$ cat src/rtl/ysyx_25020037_rd_arbiter.sv
`default_nettype none
// ============================================================================
//  Module   : ysyx_25020037_rd_arbiter
//  Purpose  : Two-master AXI-style read arbiter (IFU = requester 0, LSU =
//             requester 1) sharing one downstream read port. One outstanding
//             burst at a time; round-robin on ties; sticky burst-length check.
//  Ports    : clk, rst            - clock, async active-high reset
//             m_ar* / m_r*        - upstream per-requester AR/R channels
//             s_ar* / s_r*        - downstream AR/R channel
//             grant               - one-hot current owner, 0 when idle
//             len_err             - sticky burst-length mismatch flag
//  Revision : 1.0 - initial release
// ============================================================================
module ysyx_25020037_rd_arbiter #(
   parameter int AW = 32,
   parameter int DW = 32
) (
   input  logic            clk,
   input  logic            rst,
   // upstream AR
   input  logic [1:0]      m_arvalid,
   output logic [1:0]      m_arready,
   input  logic [2*AW-1:0] m_araddr,
   input  logic [15:0]     m_arlen,
   // upstream R
   output logic [1:0]      m_rvalid,
   input  logic [1:0]      m_rready,
   output logic [DW-1:0]   m_rdata,
   output logic [1:0]      m_rresp,
   output logic            m_rlast,
   // downstream AR
   output logic            s_arvalid,
   input  logic            s_arready,
   output logic [AW-1:0]   s_araddr,
   output logic [7:0]      s_arlen,
   // downstream R
   input  logic            s_rvalid,
   output logic            s_rready,
   input  logic [DW-1:0]   s_rdata,
   input  logic [1:0]      s_rresp,
   input  logic            s_rlast,
   // status
   output logic [1:0]      grant,
   output logic            len_err
);

   localparam logic [1:0] ST_IDLE = 2'd0;
   localparam logic [1:0] ST_ADDR = 2'd1;
   localparam logic [1:0] ST_DATA = 2'd2;

   logic [1:0] state_q, state_d;
   logic       owner_q, owner_d;           // 0 = IFU, 1 = LSU
   logic       last_grant_q, last_grant_d;
   logic [7:0] len_q, len_d;
   logic [7:0] beat_q, beat_d;
   logic       len_err_q, len_err_d;

   // Owner-selected request fields.
   logic          own_arvalid;
   logic [AW-1:0] own_araddr;
   logic [7:0]    own_arlen;
   logic          own_rready;
   logic          r_fire;

   assign own_arvalid = owner_q ? m_arvalid[1]        : m_arvalid[0];
   assign own_araddr  = owner_q ? m_araddr[2*AW-1:AW] : m_araddr[AW-1:0];
   assign own_arlen   = owner_q ? m_arlen[15:8]       : m_arlen[7:0];
   assign own_rready  = owner_q ? m_rready[1]         : m_rready[0];
   // Only meaningful in DATA; the state check keeps stray IDLE/ADDR beats out.
   assign r_fire      = (state_q == ST_DATA) && s_rvalid && own_rready;

   // ------------------------------------------------------------------------
   // State register
   // ------------------------------------------------------------------------
   always_ff @(posedge clk or posedge rst) begin
      if (rst) begin
         state_q      <= ST_IDLE;
         owner_q      <= 1'b0;
         last_grant_q <= 1'b0;
         len_q        <= 8'd0;
         beat_q       <= 8'd0;
         len_err_q    <= 1'b0;
      end else begin
         state_q      <= state_d;
         owner_q      <= owner_d;
         last_grant_q <= last_grant_d;
         len_q        <= len_d;
         beat_q       <= beat_d;
         len_err_q    <= len_err_d;
      end
   end

   // ------------------------------------------------------------------------
   // Next-state logic
   // ------------------------------------------------------------------------
   always_comb begin
      state_d      = state_q;
      owner_d      = owner_q;
      last_grant_d = last_grant_q;
      len_d        = len_q;
      beat_d       = beat_q;
      len_err_d    = len_err_q;
      case (state_q)
         ST_IDLE: begin
            if (|m_arvalid) begin
               state_d = ST_ADDR;
               // On a tie the requester that did not finish last wins.
               if (&m_arvalid) owner_d = ~last_grant_q;
               else            owner_d = m_arvalid[1];
            end
         end
         ST_ADDR: begin
            // Owner withdrew its request: give up without touching
            // last_grant so fairness is unaffected.
            if (!own_arvalid) begin
               state_d = ST_IDLE;
            end else if (s_arready) begin
               state_d = ST_DATA;
               len_d   = own_arlen;
               beat_d  = 8'd0;
            end
         end
         ST_DATA: begin
            if (r_fire) begin
               beat_d = beat_q + 8'd1;
               // beat_q is the number of beats already taken, so the last
               // beat of an arlen=N burst arrives with beat_q == N.
               if (s_rlast) begin
                  if (beat_q != len_q) len_err_d = 1'b1;
                  state_d      = ST_IDLE;
                  last_grant_d = owner_q;
               end else if (beat_q == len_q) begin
                  len_err_d = 1'b1;
               end
            end
         end
         default: state_d = ST_IDLE;
      endcase
   end

   // ------------------------------------------------------------------------
   // Output logic
   // ------------------------------------------------------------------------
   always_comb begin
      m_arready = 2'b00;
      m_rvalid  = 2'b00;
      s_arvalid = 1'b0;
      s_rready  = 1'b0;
      grant     = 2'b00;
      s_araddr  = own_araddr;
      s_arlen   = own_arlen;
      m_rdata   = s_rdata;
      m_rresp   = s_rresp;
      m_rlast   = s_rlast;
      len_err   = len_err_q;
      case (state_q)
         ST_ADDR: begin
            s_arvalid          = own_arvalid;
            m_arready[owner_q] = s_arready;
            grant[owner_q]     = 1'b1;
         end
         ST_DATA: begin
            s_rready          = own_rready;
            m_rvalid[owner_q] = s_rvalid;
            grant[owner_q]    = 1'b1;
         end
         default: ;
      endcase
   end

endmodule
`default_nettype wire

$ cat config.mk
export PLATFORM = sky130hd
export DESIGN_NAME = ysyx_25020037_rd_arbiter
export DESIGN_NICKNAME = d
export VERILOG_FILES = /design/src/rtl/ysyx_25020037_rd_arbiter.sv
export SDC_FILE = /design/constraint.sdc
export NUM_CORES = 1
export LEC_CHECK = 0
export ABC_CLOCK_PERIOD_IN_PS = 2500
export BUFFER_PORTS_ARGS = -buffer_cell sky130_fd_sc_hd__buf_2
export CORE_AREA = 2 2 81 83
export CTS_BUF_LIST = sky130_fd_sc_hd__clkbuf_4
export CTS_CLUSTER_SIZE = 25
export DETAILED_ROUTE_END_ITERATION = 8
export DIE_AREA = 0 0 83 85
export PLACE_DENSITY_LB_ADDON = 0.3
export SETUP_SLACK_MARGIN = 0.5
export SYNTH_ARGS = -nofsm -noshare
export SYNTH_HDL_FRONTEND = slang
export SYNTH_SLANG_ARGS = --single-unit
$ cat constraint.sdc
create_clock -name clk -period 2.5 [get_ports clk]
set_input_delay 0.25 -clock clk [delete_from_list [all_inputs] [get_ports clk]]
set_output_delay 0.25 -clock clk [all_outputs]
set_load 0.01 [all_outputs]
# ---- Yosys cells after proc, flatten, opt, wreduce, memory -nomap -nowiden
# Index checks and enable logic that the tools add are counted.
dict set report totals {
  regBits 21
  latch_bits 0
  ramBits 0
  mem_bits_ro 0
  inputBits 123
  out_inout_bits 84
  wordCells 63
  mem_count 0
}
dict set report op_classes {
  addsub 1
  multipliers 0
  n_div 0
  n_lt_le_gt_ge 2
  eq_ne 11
  shifts 0
  muxes 25
  bitwise 3
  n_reduce_logical 15
}
# op n
set ops {}
lappend ops {{32-bit two-way mux} 1}
lappend ops {{8-bit two-way mux} 4}
lappend ops {{2-bit two-way mux} 8}
lappend ops {{8-bit one-hot mux with 2 select lines} 1}
lappend ops {{4-bit AND reduction} 3}
lappend ops {{2-bit inequality test (second input constant)} 5}
lappend ops {{1-bit two-way mux} 9}
lappend ops {{8-bit by 1-bit adder with 8-bit output (second input constant)} 1}
lappend ops {{8-bit equality test} 1}
lappend ops {{8-bit inequality test} 1}
lappend ops {{2-bit one-hot mux with 3 select lines} 1}
lappend ops {{3-bit AND reduction} 2}
lappend ops {{2-bit AND} 2}
lappend ops {{2-bit AND reduction} 2}
lappend ops {{2-bit nonzero test} 2}
lappend ops {{2-bit OR reduction} 2}
lappend ops {{1-bit logical AND} 3}
lappend ops {{3-bit inequality test (second input constant)} 1}
lappend ops {{2-bit by 1-bit equality test with 1-bit output (second input constant)} 1}
lappend ops {{2-bit equality test (second input constant)} 1}
lappend ops {{2-bit zero test} 1}
lappend ops {{1-bit by 2-bit < comparator with 1-bit output (second input constant)} 1}
lappend ops {{2-bit by 1-bit inequality test with 1-bit output (second input constant)} 1}
lappend ops {{1-bit demux with 1-bit select} 1}
lappend ops {{other kinds (2)} 2}

# ---- Logic depth before layout (Yosys ltp)
dict set report depth {
  depth_word 6
  depth_mapped 7
  mapped_depth_nobuf 6
}

# ---- Worst setup path after synthesis
# No wires, ideal clock.
dict set report synth_path {
  path_type {flip-flop to flip-flop}
  start {register state_q[0]}
  end {register beat_q[7]}
  arrival_ps 1604
  t_required_ps 2396
  setup_slack_ps 793
  stages_incl_launch_ff 7
  path_buffers 1
  cell_sequence {dfrtp_1 -> inv_1 -> ha_1 -> buf_2 -> a21boi_2 -> or3b_4 -> o41ai_2}
}
dict set report synth_between {
  elab_chain_len 5
  word_cells_on_any_way 10
}
# item line
set synth_rtl {}
lappend synth_rtl {{start: declaration} 51} ;# logic [1:0] state_q, state_d;
lappend synth_rtl {{start signal: assignment} 84} ;# state_q <= state_d;
lappend synth_rtl {{2-bit equality test} {70, 103}}
lappend synth_rtl {{1-bit logical AND (2 in series)} 70} ;# assign r_fire = (state_q == ST_DATA) && s_rvalid && own_rready;
lappend synth_rtl {{2-bit inequality test (no source line)} n/a}
lappend synth_rtl {{4-bit AND reduction (no source line)} n/a}
lappend synth_rtl {{end signal: assignment} 88} ;# beat_q <= beat_d;
lappend synth_rtl {{end: declaration} 55} ;# logic [7:0] beat_q, beat_d;
# Parallel ways exist; a longest one is shown, timed or not.
# A chain may end at the register's enable or synchronous reset.

# ---- Worst setup path in the final report
dict set report layout_path {
  start {register owner_q}
  end {output s_arlen[1]}
}
dict set report layout_between {
  elab_chain_len 1
}
# item line
set layout_rtl {}
lappend layout_rtl {{start: declaration} 52} ;# logic owner_q, owner_d;
lappend layout_rtl {{start signal: assignment} 85} ;# owner_q <= owner_d;
lappend layout_rtl {{8-bit two-way mux} 67} ;# assign own_arlen = owner_q ? m_arlen[15:8] : m_arlen[7:0];
lappend layout_rtl {{end: declaration} 35} ;# output logic [7:0] s_arlen,
# Every way passes these cells.

==> flow_summary.json <==
{
  "grt_first_pass_wirelength_um": 8910,
  "place_hpwl_um": 4780,
  "cts_max_level": 1,
  "place_ws_ps": 349,
  "ys_ff_latch": 21,
  "startpoint_type": "flip-flop",
  "cp_top_family": "flip-flops",
  "seqPwrFrac_pct": 27.1,
  "synth_seq_area_share_pct": 26.9,
  "final_common_cell": "buf_2",
  "place_inst": 369,
  "placed_area_um2": 2450,
  "ctsHoldBuffers": 0,
  "max-cap-violations": 0,
  "critical_path_class": "flip-flop to output pin",
  "cts.sinks": 21,
  "antenna_found_initial": 0,
  "setup_ws_ps": 590,
  "clock_tree.buffer_depth": 2,
  "yosysWarnings": 0,
  "period_minus_slack_ps": 1910,
  "comb_power_share_pct": 65.2,
  "vias": 1787,
  "p_clk_share_pct": 7.7,
  "drt-initial-drc-count": 38,
  "routed_wl_um": 5690,
  "hold_class": "primary input to async pin",
  "clkSlewWorstSetupHoldPaths_ps": 120,
  "setup_viol": 0,
  "netlist_area_um2": 1950,
  "port_buffers": 138,
  "crit_chain": "buf_12 > mux2_2 > buf_2",
  "dr.pass1.iters": 4,
  "nFillCells": 622,
  "peakVddDrop_mv": 0.474,
  "avgSynthCellArea_um2": 9.97,
  "ys_types": 35,
  "fin_skew_ps": 1.09,
  "swShare_pct": 41.6,
  "fin_util_pct": 40.5,
  "syn_nets": 323,
  "p_leak_nw": 1.27,
  "crit_slowest_cell": "dfrtp_2",
  "cp.required_ps": 2250,
  "final.period_utilization_pct": 76.4,
  "ant_nets": 0,
  "wire_per_inst_um": 15.2,
  "max_slew_margin_pct": 45.4,
  "io_pins": 207,
  "slowest_delay_ps": 530,
  "die_h_um": 85,
  "area_delta_synth_final_pct": 28.6,
  "diodes": 0,
  "multi_input_area_um2": 1120,
  "via_per_inst": 4.78,
  "cp_num_buf_inv": 2,
  "fin_area_um2": 2510,
  "fin_setup_tns_ps": 0,
  "fin_nets": 425,
  "die_area_um2": 7060,
  "numCtsBuffers": 3,
  "drc": 0,
  "run_status": "complete, no violations",
  "grt_pass1_vias": 1767,
  "final_cells": 374,
  "drv_slew": 0,
  "placementRows": 29,
  "gr-total-overflow": 0,
  "cellInternalPower_mw": 1.28,
  "netlist_instances": 196,
  "start_util_pct": 31.5,
  "critical_path_arrival_ps": 1660,
  "drive_above_1_share_pct": 69.0,
  "p_switching_mw": 0.912,
  "end_kind": "output pin",
  "cts_tree": "yes",
  "clock_latency_ps": 310,
  "rsz0062_at_grt": "false",
  "grt_max_degree": 42,
  "max_freq_mhz": 523,
  "hold_violations": 0,
  "grt_usage_pct": 15.5,
  "place.gp.congestion": 0.802,
  "worstPathMaxFanout": 41,
  "worstMarginPinSlew_ps": 819,
  "powerDensity_nw_per_um2": 872,
  "seq_area_um2": 527,
  "cts_root_buffer": "clkbuf_4",
  "final_cell_mix": "buf_2 (138), mux2_2 (52), dfrtp_1 (20), nand2_1 (9)",
  "die_x_um": 83,
  "core_area_um2": 6200
}
## power by group through the flow
stage	logic, mW	clock network [mW]	registers (mW)
finish	1.43	0.168	0.594
global route	1.56	0.185	0.616
CTS	1.44	0.176	0.598
detailed placement	1.41	0	0.601
global placement	1.39	0	0.598
floorplan	1.04	0	0.551
## kinds of logic (layout without fill, tap and decap cells)
group	Yosys count	count (layout)	synth area share (%)
mux	53	53	30.5
buf+inv	48	149	16.4
simple gates	39	39	10.6
compound gates	23	23	9.54
flops	21	21	26.9
xor+xnor	8	8	3.59
fa+ha+maj	4	4	2.56
## metrics by stage
step	hold WS, ps	power (mW)
floorplan	227	1.59
global placement	451	1.99
detailed placement	448	2.01
CTS	89.1	2.22
global route	153	2.36
finish	79.1	2.19
## per-layer routing
layer / global-route usage (%) / share of wire (%) / wire length (um) / vias to the layer above
met5: 0.699 / 0 / 0 / -
met4: 4.02 / 1.2 / 70 / 0
met3: 7.20 / 11 / 639 / 6
met2: 25.2 / 47 / 2670 / 102
met1: 18.7 / 41 / 2320 / 816
li1: - / - / - / 863
## repair_timing
| item | CTS | global route |
|---|---|---|
| buffers inserted | 0 | 1 |
| pin swaps | 0 | 0 |
| setup endpoints to repair | 44 | 3 |
| resized for setup | 4 | 1 |
## flip-flops by register name, summed over array words and instances (netlist names)
| name | flops |
|---|---|
| last_grant_q | 1 |
| state_q | 2 |
| owner_q | 1 |
| len_q | 8 |
| beat_q | 8 |
| len_err | 1 |
## layout make-up
cell class	count	share of cell area, %
Multi-Input combinational cell	127	44.6
Timing Repair Buffer	141	28.9
Sequential cell	21	21.0
Tap cell	77	3.83
Clock buffer	3	0.896
Inverter	4	0.598
Clock inverter	1	0.199
## cell usage after synthesis, drive strengths merged
library cell  instances  area [um2]
mux2                 52         586
buf                  40         290
dfrtp                21         526
nand2                 9        33.8
o21ai                 8        40.0
xor2                  8        70.1
nor2                  7        26.3
clkbuf                4        15.0
ha                    4        50.1
inv                   4        15.0
nand3                 4        20.0
o31ai                 4        30.0
and2                  3        18.8
and3                  2        12.5
nand2b                2        12.5
nand3b                2        15.0
nand4                 2        12.5
nor2b                 2        12.5
nor4                  2        12.5
o221ai                2        17.5
a21boi                1        11.3
a21oi                 1        5.00
a221oi                1        15.0
a2bb2oi               1        15.0
a311o                 1        10.0
a32o                  1        10.0
mux2i                 1        10.0
nor3                  1        5.00
nor3b                 1        7.51
o21a                  1        7.51
o311ai                1        8.76
o41ai                 1        16.3
or2                   1        6.26
or3b                  1        11.3
## worst register-to-register path, cell delays in order (launching register included)
cell and delay, ps:
dfrtp_2 520, mux2_2 310, nand4_1 180, a221oi_2 380, mux2_2 370
## path summary, 6_finish.rpt
path                              startpoint  cells after the start  slack [ps]          to
worst min register to register       len_err                      1         540     len_err
worst max register to register       owner_q                      4         630  state_q[1]
worst max-delay path                 owner_q                      3         590  s_arlen[1]
worst min-delay path                     rst                      2          80    len_q[0]
max in group asynchronous                rst                      2        1870     owner_q
min in group clk                m_arvalid[1]                      2         220     owner_q
No activity file was read; power rests on OpenSTA's default activity.
